[src/rtl/student_iic_target_pkg.sv]
// student_iic_target_pkg: shared state type and bus ACK levels for the I2C target
package student_iic_target_pkg;

    typedef enum logic [3:0] {
        IDLE,
        ADDR,
        ADDR_ACK,
        PTR,
        PTR_ACK,
        WDATA,
        WDATA_ACK,
        RDATA,
        RACK,
        WAIT_STOP
    } state_e;

    localparam logic ACK  = 1'b0;
    localparam logic NACK = 1'b1;

endpackage

[src/rtl/student_iic_sync_edge.sv]
// student_iic_sync_edge: 2-flop synchronizer plus edge-detect flop for one bus line
module student_iic_sync_edge (
    input  logic clk_i,
    input  logic rst_ni,
    input  logic d_i,
    output logic q_o,
    output logic rise_o,
    output logic fall_o
);

    logic [2:0] ff;

    always_ff @(posedge clk_i or negedge rst_ni) begin
        if (!rst_ni) ff <= 3'b111;
        else ff <= {ff[1:0], d_i};
    end

    assign q_o    = ff[1];
    assign rise_o = ff[1] & ~ff[2];
    assign fall_o = ~ff[1] & ff[2];

endmodule

[src/rtl/student_iic_target.sv]
// student_iic_target: I2C register-file target with an auto-incrementing pointer
module student_iic_target
    import student_iic_target_pkg::*;
#(
    parameter logic [6:0]  DevAddr  = 7'h50,
    parameter int unsigned PtrWidth = 4
) (
    input  logic                clk_i,
    input  logic                rst_ni,
    input  logic                scl_i,
    input  logic                sda_i,
    output logic                sda_oe_o,
    output logic                wr_valid_o,
    output logic [PtrWidth-1:0] wr_addr_o,
    output logic [7:0]          wr_data_o,
    output logic [PtrWidth-1:0] rd_addr_o,
    input  logic [7:0]          rd_data_i,
    output logic                busy_o
);

    logic scl_s, scl_rise, scl_fall;
    logic sda_s, sda_rise, sda_fall;

    student_iic_sync_edge u_scl (
        .clk_i (clk_i),
        .rst_ni(rst_ni),
        .d_i   (scl_i),
        .q_o   (scl_s),
        .rise_o(scl_rise),
        .fall_o(scl_fall)
    );

    student_iic_sync_edge u_sda (
        .clk_i (clk_i),
        .rst_ni(rst_ni),
        .d_i   (sda_i),
        .q_o   (sda_s),
        .rise_o(sda_rise),
        .fall_o(sda_fall)
    );

    state_e              state;
    logic [2:0]          bit_cnt;
    logic [6:0]          rx_sr;
    logic [7:0]          tx_sr;
    logic [PtrWidth-1:0] ptr;
    logic                rw;
    logic                start_det, stop_det, last_bit;
    logic [7:0]          rx_byte;

    assign start_det = scl_s & sda_fall;
    assign stop_det  = scl_s & sda_rise;
    assign last_bit  = (bit_cnt == 3'd7);
    assign rx_byte   = {rx_sr, sda_s};
    assign rd_addr_o = ptr;

    always_ff @(posedge clk_i or negedge rst_ni) begin
        if (!rst_ni) begin
            state      <= IDLE;
            bit_cnt    <= '0;
            rx_sr      <= '0;
            tx_sr      <= '0;
            ptr        <= '0;
            rw         <= 1'b0;
            sda_oe_o   <= 1'b0;
            wr_valid_o <= 1'b0;
            wr_addr_o  <= '0;
            wr_data_o  <= '0;
            busy_o     <= 1'b0;
        end else begin
            wr_valid_o <= 1'b0;
            if (stop_det) begin
                state    <= IDLE;
                sda_oe_o <= 1'b0;
                busy_o   <= 1'b0;
            end else if (start_det) begin
                state    <= ADDR;
                bit_cnt  <= '0;
                sda_oe_o <= 1'b0;
            end else begin
                case (state)
                    ADDR, PTR, WDATA: if (scl_rise) begin
                        rx_sr   <= rx_byte[6:0];
                        bit_cnt <= bit_cnt + 3'd1;
                        if (last_bit) begin
                            case (state)
                                ADDR: if (rx_byte[7:1] == DevAddr) begin
                                    state  <= ADDR_ACK;
                                    rw     <= rx_byte[0];
                                    busy_o <= 1'b1;
                                end else begin
                                    state  <= IDLE;
                                    busy_o <= 1'b0;
                                end
                                PTR: begin
                                    ptr   <= rx_byte[PtrWidth-1:0];
                                    state <= PTR_ACK;
                                end
                                default: begin
                                    wr_valid_o <= 1'b1;
                                    wr_addr_o  <= ptr;
                                    wr_data_o  <= rx_byte;
                                    state      <= WDATA_ACK;
                                end
                            endcase
                        end
                    end
                    // First fall drives the ACK, second fall ends the slot
                    ADDR_ACK, PTR_ACK, WDATA_ACK: if (scl_fall) begin
                        sda_oe_o <= ~sda_oe_o;
                        if (sda_oe_o) begin
                            case (state)
                                ADDR_ACK: if (rw) begin
                                    tx_sr    <= rd_data_i;
                                    sda_oe_o <= ~rd_data_i[7];
                                    state    <= RDATA;
                                end else begin
                                    state <= PTR;
                                end
                                PTR_ACK: state <= WDATA;
                                default: begin
                                    ptr   <= ptr + 1'b1;
                                    state <= WDATA;
                                end
                            endcase
                        end
                    end
                    RDATA: if (scl_rise) begin
                        bit_cnt <= bit_cnt + 3'd1;
                    end else if (scl_fall) begin
                        if (bit_cnt == 3'd0) begin
                            sda_oe_o <= 1'b0;
                            state    <= RACK;
                        end else begin
                            tx_sr    <= {tx_sr[6:0], 1'b0};
                            sda_oe_o <= ~tx_sr[6];
                        end
                    end
                    RACK: if (scl_rise) begin
                        if (sda_s == NACK) state <= WAIT_STOP;
                        else ptr <= ptr + 1'b1;
                    end else if (scl_fall) begin
                        tx_sr    <= rd_data_i;
                        sda_oe_o <= ~rd_data_i[7];
                        state    <= RDATA;
                    end
                    default: ;
                endcase
            end
        end
    end

endmodule

[config.mk]
export PLATFORM = sky130hd
export DESIGN_NAME = student_iic_target
export DESIGN_NICKNAME = d
export VERILOG_FILES = /design/src/rtl/student_iic_target_pkg.sv /design/src/rtl/student_iic_sync_edge.sv /design/src/rtl/student_iic_target.sv
export SDC_FILE = /design/constraint.sdc
export NUM_CORES = 1
export LEC_CHECK = 0
export BUFFER_PORTS_ARGS = -buffer_cell sky130_fd_sc_hd__buf_2
export CORE_UTILIZATION = 25
export DETAILED_ROUTE_END_ITERATION = 8
export GPL_TIMING_DRIVEN = 0
export PLACE_DENSITY_LB_ADDON = 0.08
export SLEW_MARGIN = 5
export SYNTH_ARGS = -nofsm -noshare
export SYNTH_HDL_FRONTEND = slang
export SYNTH_SLANG_ARGS = --single-unit
[constraint.sdc]
create_clock -name clk_i -period 2.1 [get_ports clk_i]
set_input_delay 0.63 -clock clk_i [delete_from_list [all_inputs] [get_ports clk_i]]
set_output_delay 0.63 -clock clk_i [all_outputs]
set_load 0.01 [all_outputs]
==> reports/metrics.yaml <==
status: "finished clean"
h-tree-depth: 2
ys_seq_area_share_pct: 47.7
finalSetupViolCount: 0
nFillCells: 978
start_util_pct: 26.4
grt_pass1_wl_um: 9800
yosysUniqueCellTypes: 47
ys_ff_latch: 47
worst-path-buf-inv: 2
path_clk_slew_ns: 0.10
worstHoldPathCells: 0
antenna_cells: 0
crit_cells: 7
critPathCaptureType: "register"
syn_area_per_cell_um2: 10.7
fmax_ghz: 0.488
crit_fanout: 5
coreArea_um2: 9420
powerDensity_nw_per_um2: 941
syn_inst: 232
drc: 0
drt_iter0_markers: 164
rsz0062_at_grt: "yes"
drive_gt1_share_pct: 41.3
slowest_delay_ns: 0.58
vias: 1914
cp.arrival_ns: 2.25
antenna_found_initial: 0
crit_path_cell_trace: "ha_4 -> nand2_4 -> or4_4 -> nor2_4 -> buf_6 -> buf_16 -> mux2_4"
cap_violations: 0
yosys-top-cells-area: "dfrtp_1 41%, mux2_2 9.1%, dfstp_2 6.4%"
required_ns: 2.30
clk_path_buf_depth: 2
grt_pass1_vias: 1839
rows: 35
synth_flop_cell: "dfrtp_1"
final_max_slew_viol_count: 0
hold_path.class: "reg2reg"
syn-num-nets: 250
wirelength_um: 5980
io_pins: 31
syn_area_um2: 2480
io_buffers: 30
root_buffer: "clkbuf_8"
hold_violations: 0
tritoncts: "built"
clock-sinks: 47
rrSetupSlack_ns: 0.05
crit_family: "simple AND/OR/NAND/NOR gates"
synth_edf_count: 0
final_area_um2: 3200
finalCritPeriodShare_pct: 97.6
path_class: "reg2reg"
startpoint_type: "register"
hpwl_um: 4090
chipHeight_um: 102
dr.pass1.iters: 4
via_per_inst: 4.61
place_area_um2: 2790
p_leak_nw: 1.46
setup-tns-final_ns: 0
yosysWarnings: 0
peakVddDrop_mv: 0.413
maxSlewHeadroom_pct: 27.6
rr_worst_depth: 7
gp_congestion: 0.774
grt_use_total_pct: 12.4
layout.nets: 303
cpMaxStageDelayCell: "dfstp_2"
yosysTopAreaCell: "dfrtp_1"
period_minus_slack_ns: 2.05
skew_ns: 0.0136
overflow: 0
die_w_um: 102
ant_nets: 0
synth_top_area_share_pct: 41.4
wl_per_cell_um: 14.4
numCtsBuffers: 5
grt_max_degree: 48
die_area_um2: 10300
worst_slew_pin_slew_ns: 1.09
syn_to_final_growth_pct: 28.9
synthArstFlopShare_pct: 100
worstSkewPairLatency_ns: 0.31
==> Yosys cell counts (2+ instances only) <==
master,n
nor4_1,2
or4_1,2
mux2i_1,5
nor2b_1,2
a31oi_1,3
o211a_1,2
mux2_2,20
inv_1,14
nand3_1,6
nand2_1,21
dfstp_2,6
or2_2,2
and2_1,2
nor2_1,12
o21ai_0,12
buf_2,3
xnor2_1,2
buf_4,4
dfrtp_1,41
a21o_1,3
nor3_1,3
o22ai_1,5
clkbuf_2,2
nand2b_1,3
mux2_1,10
ha_1,6
nand3_2,2
a21oi_1,18
==> cells by family (layout without fill, tap and decap cells) <==
family | after synthesis | after routing | share of synthesized area, %
AO/OA/AOI/OAI | 53 | 53 | 13.4
buffers and inverters | 24 | 78 | 4.79
AND/OR/NAND/NOR | 64 | 64 | 14.4
adder cells (fa/ha/maj) | 6 | 6 | 3.03
multiplexers | 35 | 35 | 15.6
flip-flops | 47 | 47 | 47.7
XOR/XNOR | 3 | 3 | 1.06
==> routing by layer <==
layer	vias to the layer above	global-route usage [%]	wire, µm
met4	0	4.01	78
met5	-	0	0
met1	931	18.3	3070
li1	934	-	-
met3	5	2.14	240
met2	44	18.3	2590
==> report_power, final <==
group / switching, W / total [W] / internal (W)
clock: 0.000344 / 0.000585 / 0.000240
combinational: 0.000588 / 0.00112 / 0.000531
sequential: 0.000202 / 0.00131 / 0.00110
==> cell usage in the layout, fill, tap and decap left out, types with 3 or more instances in the layout <==
| cell type | count |
|---|---|
| dfrtp_1 | 41 |
| buf_2 | 32 |
| nand2_1 | 20 |
| mux2_2 | 20 |
| a21oi_1 | 17 |
| buf_4 | 16 |
| inv_1 | 12 |
| nor2_1 | 11 |
| o21ai_0 | 11 |
| mux2_4 | 8 |
| nand3_1 | 6 |
| dfstp_2 | 6 |
| buf_6 | 5 |
| mux2i_1 | 5 |
| o22ai_1 | 5 |
| clkbuf_8 | 5 |
| a21o_1 | 3 |
| nand2b_1 | 3 |
| ha_4 | 3 |
==> worst reg2reg max path, cell delays in order, from the launching register on <==
cell and delay [ns]:
dfstp_2 0.58, ha_4 0.16, nand2_4 0.06, or4_4 0.50, nor2_4 0.14, buf_6 0.13
buf_16 0.11, mux2_4 0.29
==> through the flow <==
stage | total power (W) | hold slack, ns | std cells | worst slack, ns | util (%)
finish | 0.00301 | 0.359 | 415 | 0.0497 | 34.0
global route | 0.00324 | 0.367 | 415 | -0.0480 | 34.0
CTS | 0.00296 | 0.361 | 406 | -0.0751 | 32.0
detailed placement | 0.00230 | 0.347 | 391 | -0.308 | 29.7
global placement | 0.00231 | 0.346 | 391 | -0.351 | 29.7
floorplan | 0.00200 | 0.334 | 232 | 0.0219 | -
==> cell type report <==
| cell class | instances | area (µm²) | share of cell area [%] |
|---|---|---|---|
| inverter | 14 | 52.6 | 1.64 |
| buffer | 8 | 62.6 | 1.96 |
| sequential | 47 | 1180 | 37.0 |
| multi-input combinational | 161 | 1320 | 41.3 |
| timing repair buffer | 48 | 329 | 10.3 |
| tap | 129 | 161 | 5.04 |
| clock buffer | 6 | 72.6 | 2.27 |
| clock inverter | 2 | 16.3 | 0.508 |
==> registers in the layout, summed over array words and instances, names as in the netlist, 4 cells and up <==
register	cells
rx_sr	7
tx_sr	7
rd_addr_o	4
wr_addr_o	4
wr_data_o	8
state	4
==> path summary, 6_finish.rpt <==
kind,startpoint,to
min reg2reg,u_scl.ff[0],u_scl.ff[1]
max reg2reg,u_scl.ff[1],wr_data_o[2]
min in group asynchronous,rst_ni,wr_data_o[5]
max,u_scl.ff[1],wr_data_o[2]
max in group asynchronous,rst_ni,tx_sr[6]
min,u_scl.ff[0],u_scl.ff[1]
==> timing repair <==
| item | CTS | global route |
|---|---|---|
| buffers inserted | 6 | 11 |
| pin swaps | 3 | 11 |
| endpoints found under the setup margin | 27 | 32 |
| cloned | 1 | 0 |
| resized for setup | 8 | 33 |
| hold buffers | 0 | 0 |
Note: power is estimated with default switching activity, not from simulation.
